**config.mk**
```make
export PLATFORM = sky130hd
export DESIGN_NAME = seg_display_arbiter
export DESIGN_NICKNAME = d
export VERILOG_FILES = /design/src/rtl/seg_pkg.sv /design/src/rtl/seg_decoder.sv /design/src/rtl/seg_display_arbiter.sv
export SDC_FILE = /design/constraint.sdc
export NUM_CORES = 1
export LEC_CHECK = 0
export CORE_MARGIN = 4
export CORE_UTILIZATION = 48
export DETAILED_ROUTE_END_ITERATION = 12
export PLACE_DENSITY = 0.77
export SYNTH_ARGS = -nofsm -noshare
export SYNTH_HDL_FRONTEND = slang
export SYNTH_SLANG_ARGS = --single-unit
```
**constraint.sdc**
```tcl
create_clock -name clk -period 4.2 [get_ports clk]
set_input_delay 1.05 -clock clk [delete_from_list [all_inputs] [get_ports clk]]
set_output_delay 1.05 -clock clk [all_outputs]
set_load 0.01 [all_outputs]
```
**src/rtl/seg_pkg.sv**
```systemverilog
// ---------------------------------------------------------------------------
// seg_pkg
// Shared types and constants for the shared 7-segment display arbiter.
//   owner_t    : who currently owns the display (IDLE, OWN_A, OWN_B)
//   SEG_*      : 7-bit segment patterns, bit order {a,b,c,d,e,f,g}, active-high
//   SEG_DASH   : shown for non-BCD nibbles (10..15)
//   SEG_BLANK  : all segments off
// ---------------------------------------------------------------------------
package seg_pkg;

    typedef enum logic [1:0] {
        IDLE  = 2'd0,
        OWN_A = 2'd1,
        OWN_B = 2'd2
    } owner_t;

    localparam logic [6:0] SEG_0     = 7'b1111110;
    localparam logic [6:0] SEG_1     = 7'b0110000;
    localparam logic [6:0] SEG_2     = 7'b1101101;
    localparam logic [6:0] SEG_3     = 7'b1111001;
    localparam logic [6:0] SEG_4     = 7'b0110011;
    localparam logic [6:0] SEG_5     = 7'b1011011;
    localparam logic [6:0] SEG_6     = 7'b1011111;
    localparam logic [6:0] SEG_7     = 7'b1110000;
    localparam logic [6:0] SEG_8     = 7'b1111111;
    localparam logic [6:0] SEG_9     = 7'b1111011;
    localparam logic [6:0] SEG_DASH  = 7'b0000001;
    localparam logic [6:0] SEG_BLANK = 7'b0000000;

endpackage

```
**src/rtl/seg_decoder.sv**
```systemverilog
// ---------------------------------------------------------------------------
// seg_decoder
// Combinational BCD nibble to 7-segment pattern; non-BCD values show a dash.
// Ports:
//   nibble  in  4  digit value
//   seg     out 7  segment pattern {a,b,c,d,e,f,g}, active-high
// ---------------------------------------------------------------------------
module seg_decoder
    import seg_pkg::*;
(
    input  logic [3:0] nibble,
    output logic [6:0] seg
);

    always_comb begin
        case (nibble)
            4'd0:    seg = SEG_0;
            4'd1:    seg = SEG_1;
            4'd2:    seg = SEG_2;
            4'd3:    seg = SEG_3;
            4'd4:    seg = SEG_4;
            4'd5:    seg = SEG_5;
            4'd6:    seg = SEG_6;
            4'd7:    seg = SEG_7;
            4'd8:    seg = SEG_8;
            4'd9:    seg = SEG_9;
            default: seg = SEG_DASH;
        endcase
    end

endmodule

```
**src/rtl/seg_display_arbiter.sv**
```systemverilog
// ---------------------------------------------------------------------------
// seg_display_arbiter
// Shares one multiplexed 7-segment display between two requesters A and B.
// A prescaler produces a digit tick, the scan index walks the digits, and a
// round-robin ownership FSM (evaluated only at frame boundaries) decides who
// owns the display, honouring a minimum hold before voluntary release and a
// maximum hold after which a waiting requester preempts. The owner's data is
// latched once per frame so mid-frame changes never tear the display.
// Ports:
//   clk     in  1   system clock
//   rstn    in  1   synchronous reset, active-low
//   req_a   in  1   requester A wants the display (level)
//   data_a  in  32  A digits, nibble k = digit k, BCD
//   gnt_a   out 1   A owns the display
//   req_b   in  1   requester B wants the display (level)
//   data_b  in  32  B digits, same format
//   gnt_b   out 1   B owns the display
//   seg     out 7   segments {a,b,c,d,e,f,g}, active-high
//   sel     out 8   digit select, one-hot, bit k = digit k
//   frame   out 1   one-cycle pulse after each frame-boundary tick
// Build option:
//   SEG_LZ_BLANK_EN  blank digits above the highest nonzero latched nibble
//                    (digit 0 always shown, nibbles >= 10 count as nonzero)
// ---------------------------------------------------------------------------
module seg_display_arbiter
    import seg_pkg::*;
#(
    parameter int CLK_DIV    = 50000,
    parameter int NUM_DIGITS = 8,
    parameter int MIN_HOLD   = 125,
    parameter int MAX_HOLD   = 500
) (
    input  logic        clk,
    input  logic        rstn,
    input  logic        req_a,
    input  logic [31:0] data_a,
    output logic        gnt_a,
    input  logic        req_b,
    input  logic [31:0] data_b,
    output logic        gnt_b,
    output logic [6:0]  seg,
    output logic [7:0]  sel,
    output logic        frame
);

    localparam int         CNT_W    = $clog2(CLK_DIV);
    localparam int         HOLD_W   = $clog2(MAX_HOLD + 1);
    localparam logic [2:0] IDX_LAST = 3'(NUM_DIGITS - 1);

    logic [CNT_W-1:0]  cnt;
    logic              tick;
    logic              boundary;
    logic [2:0]        idx;
    logic [2:0]        next_idx;
    owner_t            state;
    owner_t            state_d;
    owner_t            rr_ptr;
    logic              grant;
    logic [HOLD_W-1:0] hold;
    logic [31:0]       shadow;
    logic [31:0]       shadow_d;
    logic [3:0]        nibble;
    logic [6:0]        dec_seg;
    logic              blank;
    logic [6:0]        seg_d;

    assign tick     = (cnt == CNT_W'(CLK_DIV - 1));
    assign boundary = tick && (idx == IDX_LAST);
    assign next_idx = (idx == IDX_LAST) ? 3'd0 : idx + 3'd1;

    always_ff @(posedge clk) begin
        if (!rstn) begin
            cnt <= '0;
            idx <= 3'd0;
        end else begin
            cnt <= tick ? '0 : cnt + 1'b1;
            if (tick) begin
                idx <= next_idx;
            end
        end
    end

    // Ownership state register plus the hold counter and round-robin pointer
    // that travel with it.
    always_ff @(posedge clk) begin
        if (!rstn) begin
            state  <= IDLE;
            hold   <= '0;
            rr_ptr <= OWN_A;
        end else begin
            state <= state_d;
            if (grant) begin
                hold   <= '0;
                rr_ptr <= (state_d == OWN_A) ? OWN_B : OWN_A;
            end else if (boundary && (hold != HOLD_W'(MAX_HOLD))) begin
                hold <= hold + 1'b1;
            end
        end
    end

    // Preemption is checked before voluntary release so a starving requester
    // wins even while the owner still asserts its request.
    always_comb begin
        state_d = state;
        if (boundary) begin
            case (state)
                IDLE: begin
                    if (req_a && req_b) state_d = rr_ptr;
                    else if (req_a)     state_d = OWN_A;
                    else if (req_b)     state_d = OWN_B;
                end
                OWN_A: begin
                    if (req_b && (hold >= HOLD_W'(MAX_HOLD)))
                        state_d = OWN_B;
                    else if (!req_a && (hold >= HOLD_W'(MIN_HOLD)))
                        state_d = req_b ? OWN_B : IDLE;
                end
                OWN_B: begin
                    if (req_a && (hold >= HOLD_W'(MAX_HOLD)))
                        state_d = OWN_A;
                    else if (!req_b && (hold >= HOLD_W'(MIN_HOLD)))
                        state_d = req_a ? OWN_A : IDLE;
                end
                default: state_d = IDLE;
            endcase
        end
    end

    // Grants come straight from the state flop, so the handoff is a single
    // edge with no idle frame and the two grants can never overlap.
    always_comb begin
        gnt_a = (state == OWN_A);
        gnt_b = (state == OWN_B);
        grant = boundary && (state_d != IDLE) && (state_d != state);
    end

    // shadow_d is what the display will hold after this edge; the first digit
    // of a new frame is decoded from it so it already shows the new owner.
    always_comb begin
        shadow_d = shadow;
        if (boundary) begin
            case (state_d)
                OWN_A:   shadow_d = data_a;
                OWN_B:   shadow_d = data_b;
                default: shadow_d = '0;
            endcase
        end
    end

    always_ff @(posedge clk) begin
        if (!rstn) begin
            shadow <= '0;
        end else begin
            shadow <= shadow_d;
        end
    end

    assign nibble = shadow_d[{next_idx, 2'b00} +: 4];

    seg_decoder u_decoder (
        .nibble (nibble),
        .seg    (dec_seg)
    );

`ifdef SEG_LZ_BLANK_EN
    logic [2:0] top_nz;

    // Highest scanned digit holding a nonzero nibble; digit 0 is the floor.
    always_comb begin
        top_nz = 3'd0;
        for (int k = 1; k < NUM_DIGITS; k++) begin
            if (shadow_d[k*4 +: 4] != 4'd0) begin
                top_nz = 3'(k);
            end
        end
        blank = (next_idx > top_nz);
    end
`else
    assign blank = 1'b0;
`endif

    assign seg_d = ((state_d == IDLE) || blank) ? SEG_BLANK : dec_seg;

    always_ff @(posedge clk) begin
        if (!rstn) begin
            seg   <= SEG_BLANK;
            sel   <= 8'd0;
            frame <= 1'b0;
        end else begin
            frame <= boundary;
            if (tick) begin
                seg <= seg_d;
                sel <= (state_d == IDLE) ? 8'd0 : (8'd1 << next_idx);
            end
        end
    end

endmodule

```
==> impl_metrics.toml <==
[status]
status = "finished clean"

[hold_path]
whs_path_depth = 1
min_path_type = "reg2reg"
min_from = "cnt[0]"
min_to = "cnt[0]"

[drt]
routed_wl_mm = 12.7
routedWlPerCell_um = 15.7
drc = 0
routed_via_density = 5.53
dr.pass1.iters = 5
ant_nets = 0
vias = 4482
drtIter0Drc = 212

[synthesis]
synth_most_common_cell = "dfxtp_1"
synth_area_um2 = 4720
postSynth.asyncResetShare = 0
ys_ff_latch = 80
netlist_instances = 549
synth.distinct_cells = 78
synth_warnings = 0
synth.largest_area_cell = "dfxtp_1"
ys_top_cells_by_area = "dfxtp_1, nand2_1, a21boi_0"
ys.flop_type = "dfxtp_1"
ys_seq_area_frac = 0.339
netlist.area_leader.share = 0.339
syn-num-nets = 635
syn_area_per_cell_um2 = 8.60
yosys-top-cells-count = "dfxtp_1, nand2_1, nor2_1"
synth-edff-count = 0

[placement]
gp_congestion = 0.878
port_buffers = 85
dpl.hpwl_mm = 9.12

[timing]
worst_pin_slew_ns = 0.505
max_freq_mhz = 244
layout_min_cycle_time_ns = 4.10
slew_viol_final = 0
setup_viol = 0
maxSlewHeadroom = 0.663
clock_skew_ns = 0.00855
fin_crit_sh = 0.975
hold_violations = 0
setup-tns-final_ns = 0
fin_hold_ws_ns = 0.445

[worst_setup_path]
critPathKind = "reg2reg"
cp.arrival_ns = 4.35
path_buf_inv = 17
cp_common_cell = "buf_4"
max_stage_delay_ns = 0.39
worstSetupStartpointType = "register"
r2r-end = "rr_ptr[0]"
critPathTopFamily = "buffers and inverters"
ff2ff_path_depth = 25
r2r_setup_slack_ns = 0.10
cp.required_ns = 4.46
crit_fanout = 6
r2r-start = "hold[1]"
crit_path_top_delay_cell = "a2111oi_4"
end_kind = "register"

[floorplan]
core_area_um2 = 9420
die_x_um = 107
dieArea_um2 = 11500
die_h_um = 107
start_util = 0.501
io_pins = 86
num_rows = 35

[global_routing]
grt_pass1_vias = 4373
grt_pass1_wl_mm = 20.6
grt_usage = 0.221
antenna_found_initial = 0
grt_max_degree = 48
grt-ovfl-total = 0

[power_and_ir_drop]
intPower_mw = 1.05
powerDensity_nw_per_um2 = 211
power_mw = 1.36
switching_share = 0.234
leakage_nw = 2.37
p_comb_frac = 0.078
clock_power_share = 0.364
ir_worst_vdd_mv = 0.134
pwr-share-seq = 0.558
p_sw_uw = 319

[clocking]
clock_path_buffers = 2
cts.sinks = 80
clk_pin_slew_ns = 0.08
cts_tree = "done"
worstSkewPairLatency_ns = 0.36
root_buffer = "clkbuf_8"
htreeDepth = 3
cts_made_buffers = 9

[finish]
diodes = 0
post-route-util = 0.686
fin_nets = 763
drive_gt1_frac = 0.201
area_delta_synth_final_pct = 36.8
final.fill_count = 741

[job]
cap_violations = 0
==> logic make-up (layout without fill, tap and decap cells) <==
logic type,count (synthesis),after routing,synth area share
flops,80,80,0.339
xor+xnor,21,21,0.0390
mux,21,21,0.0498
compound gates,127,127,0.215
fa+ha+maj,18,18,0.0477
simple gates,233,233,0.263
buf+inv,49,181,0.0461
==> state kept, by name, summed over array words and instances (netlist names) <==
signal	flops
rr_ptr	2
hold	9
seg	7
cnt	16
state	2
idx	3
sel	8
frame	1
shadow	32
==> layout make-up <==
| type | count | area (um2) | area share |
|---|---|---|---|
| timing repair buffer | 150 | 1390 | 0.215 |
| multi-input combinational | 420 | 3090 | 0.478 |
| sequential | 80 | 1600 | 0.248 |
| inverter | 16 | 60.1 | 0.00930 |
| clock buffer | 9 | 124 | 0.0192 |
| clock inverter | 6 | 37.5 | 0.00581 |
| tap | 129 | 161 | 0.0250 |
==> power by group through the flow <==
stage	combinational, mW	clock, mW	sequential (mW)
after floorplan	0.0203	0	0.779
after global placement	0.0907	0	0.780
after detailed placement	0.0928	0	0.780
after CTS	0.103	0.505	0.762
after global routing	0.113	0.540	0.762
final	0.106	0.497	0.762
==> cells in the final DEF, fill, tap and decap left out, drive strengths merged, types with 12 or more instances in the layout <==
master,n
a21boi,31
a21oi,13
a22o,21
a22oi,12
and3,12
buf,63
clkdlybuf4s50,83
dfxtp,80
ha,18
inv,16
mux2i,16
nand2,64
nand3,40
nor2,52
nor2b,15
==> per-stage QoR <==
stage | area (um2) | setup slack (ns) | std cells
after floorplan | 4720 | 0.0226 | 549
after global placement | 5940 | -0.419 | 775
after detailed placement | 5940 | -0.521 | 775
after CTS | 6320 | 0.00559 | 806
after global routing | 6460 | -0.0204 | 810
final | 6460 | 0.104 | 810
==> per-layer routing <==
layer	vias up	part of all wire	global-route usage
met4	0	0.020	0.0703
met3	21	0.063	0.0452
met5	-	0	0
met2	145	0.48	0.371
met1	2100	0.44	0.282
li1	2216	-	-
==> worst max-delay path by stage <==
stage,start,to,slack [ns],cells past startpoint
floorplan,req_a,seg[5],0.02,18
global placement,req_b,seg[5],-0.42,18
detailed placement,req_b,seg[5],-0.52,18
CTS,req_b,seg[5],0.006,17
global route,req_a,seg[5],-0.02,18
finish,hold[1],rr_ptr[0],0.10,25
==> worst register-to-register path: cells and delay by family, from the launching register on <==
| kind | cells | cell delay [ns] |
|---|---|---|
| adders and majority gates | 1 | 0.15 |
| buffers and inverters | 17 | 2.09 |
| AOI/OAI and AO/OA | 5 | 1.18 |
| DFF | 1 | 0.34 |
| and+or+nand+nor | 2 | 0.25 |
==> repair_timing <==
item | in CTS | in global routing
endpoints found under the hold margin | 0 | 0
cloned | 1 | 1
buffers inserted | 16 | 3
hold buffers | 0 | 0
resized for setup | 20 | 23
pin swaps | 11 | 13
endpoints found under the setup margin | 7 | 11
Power figures use the tool's default switching activity.
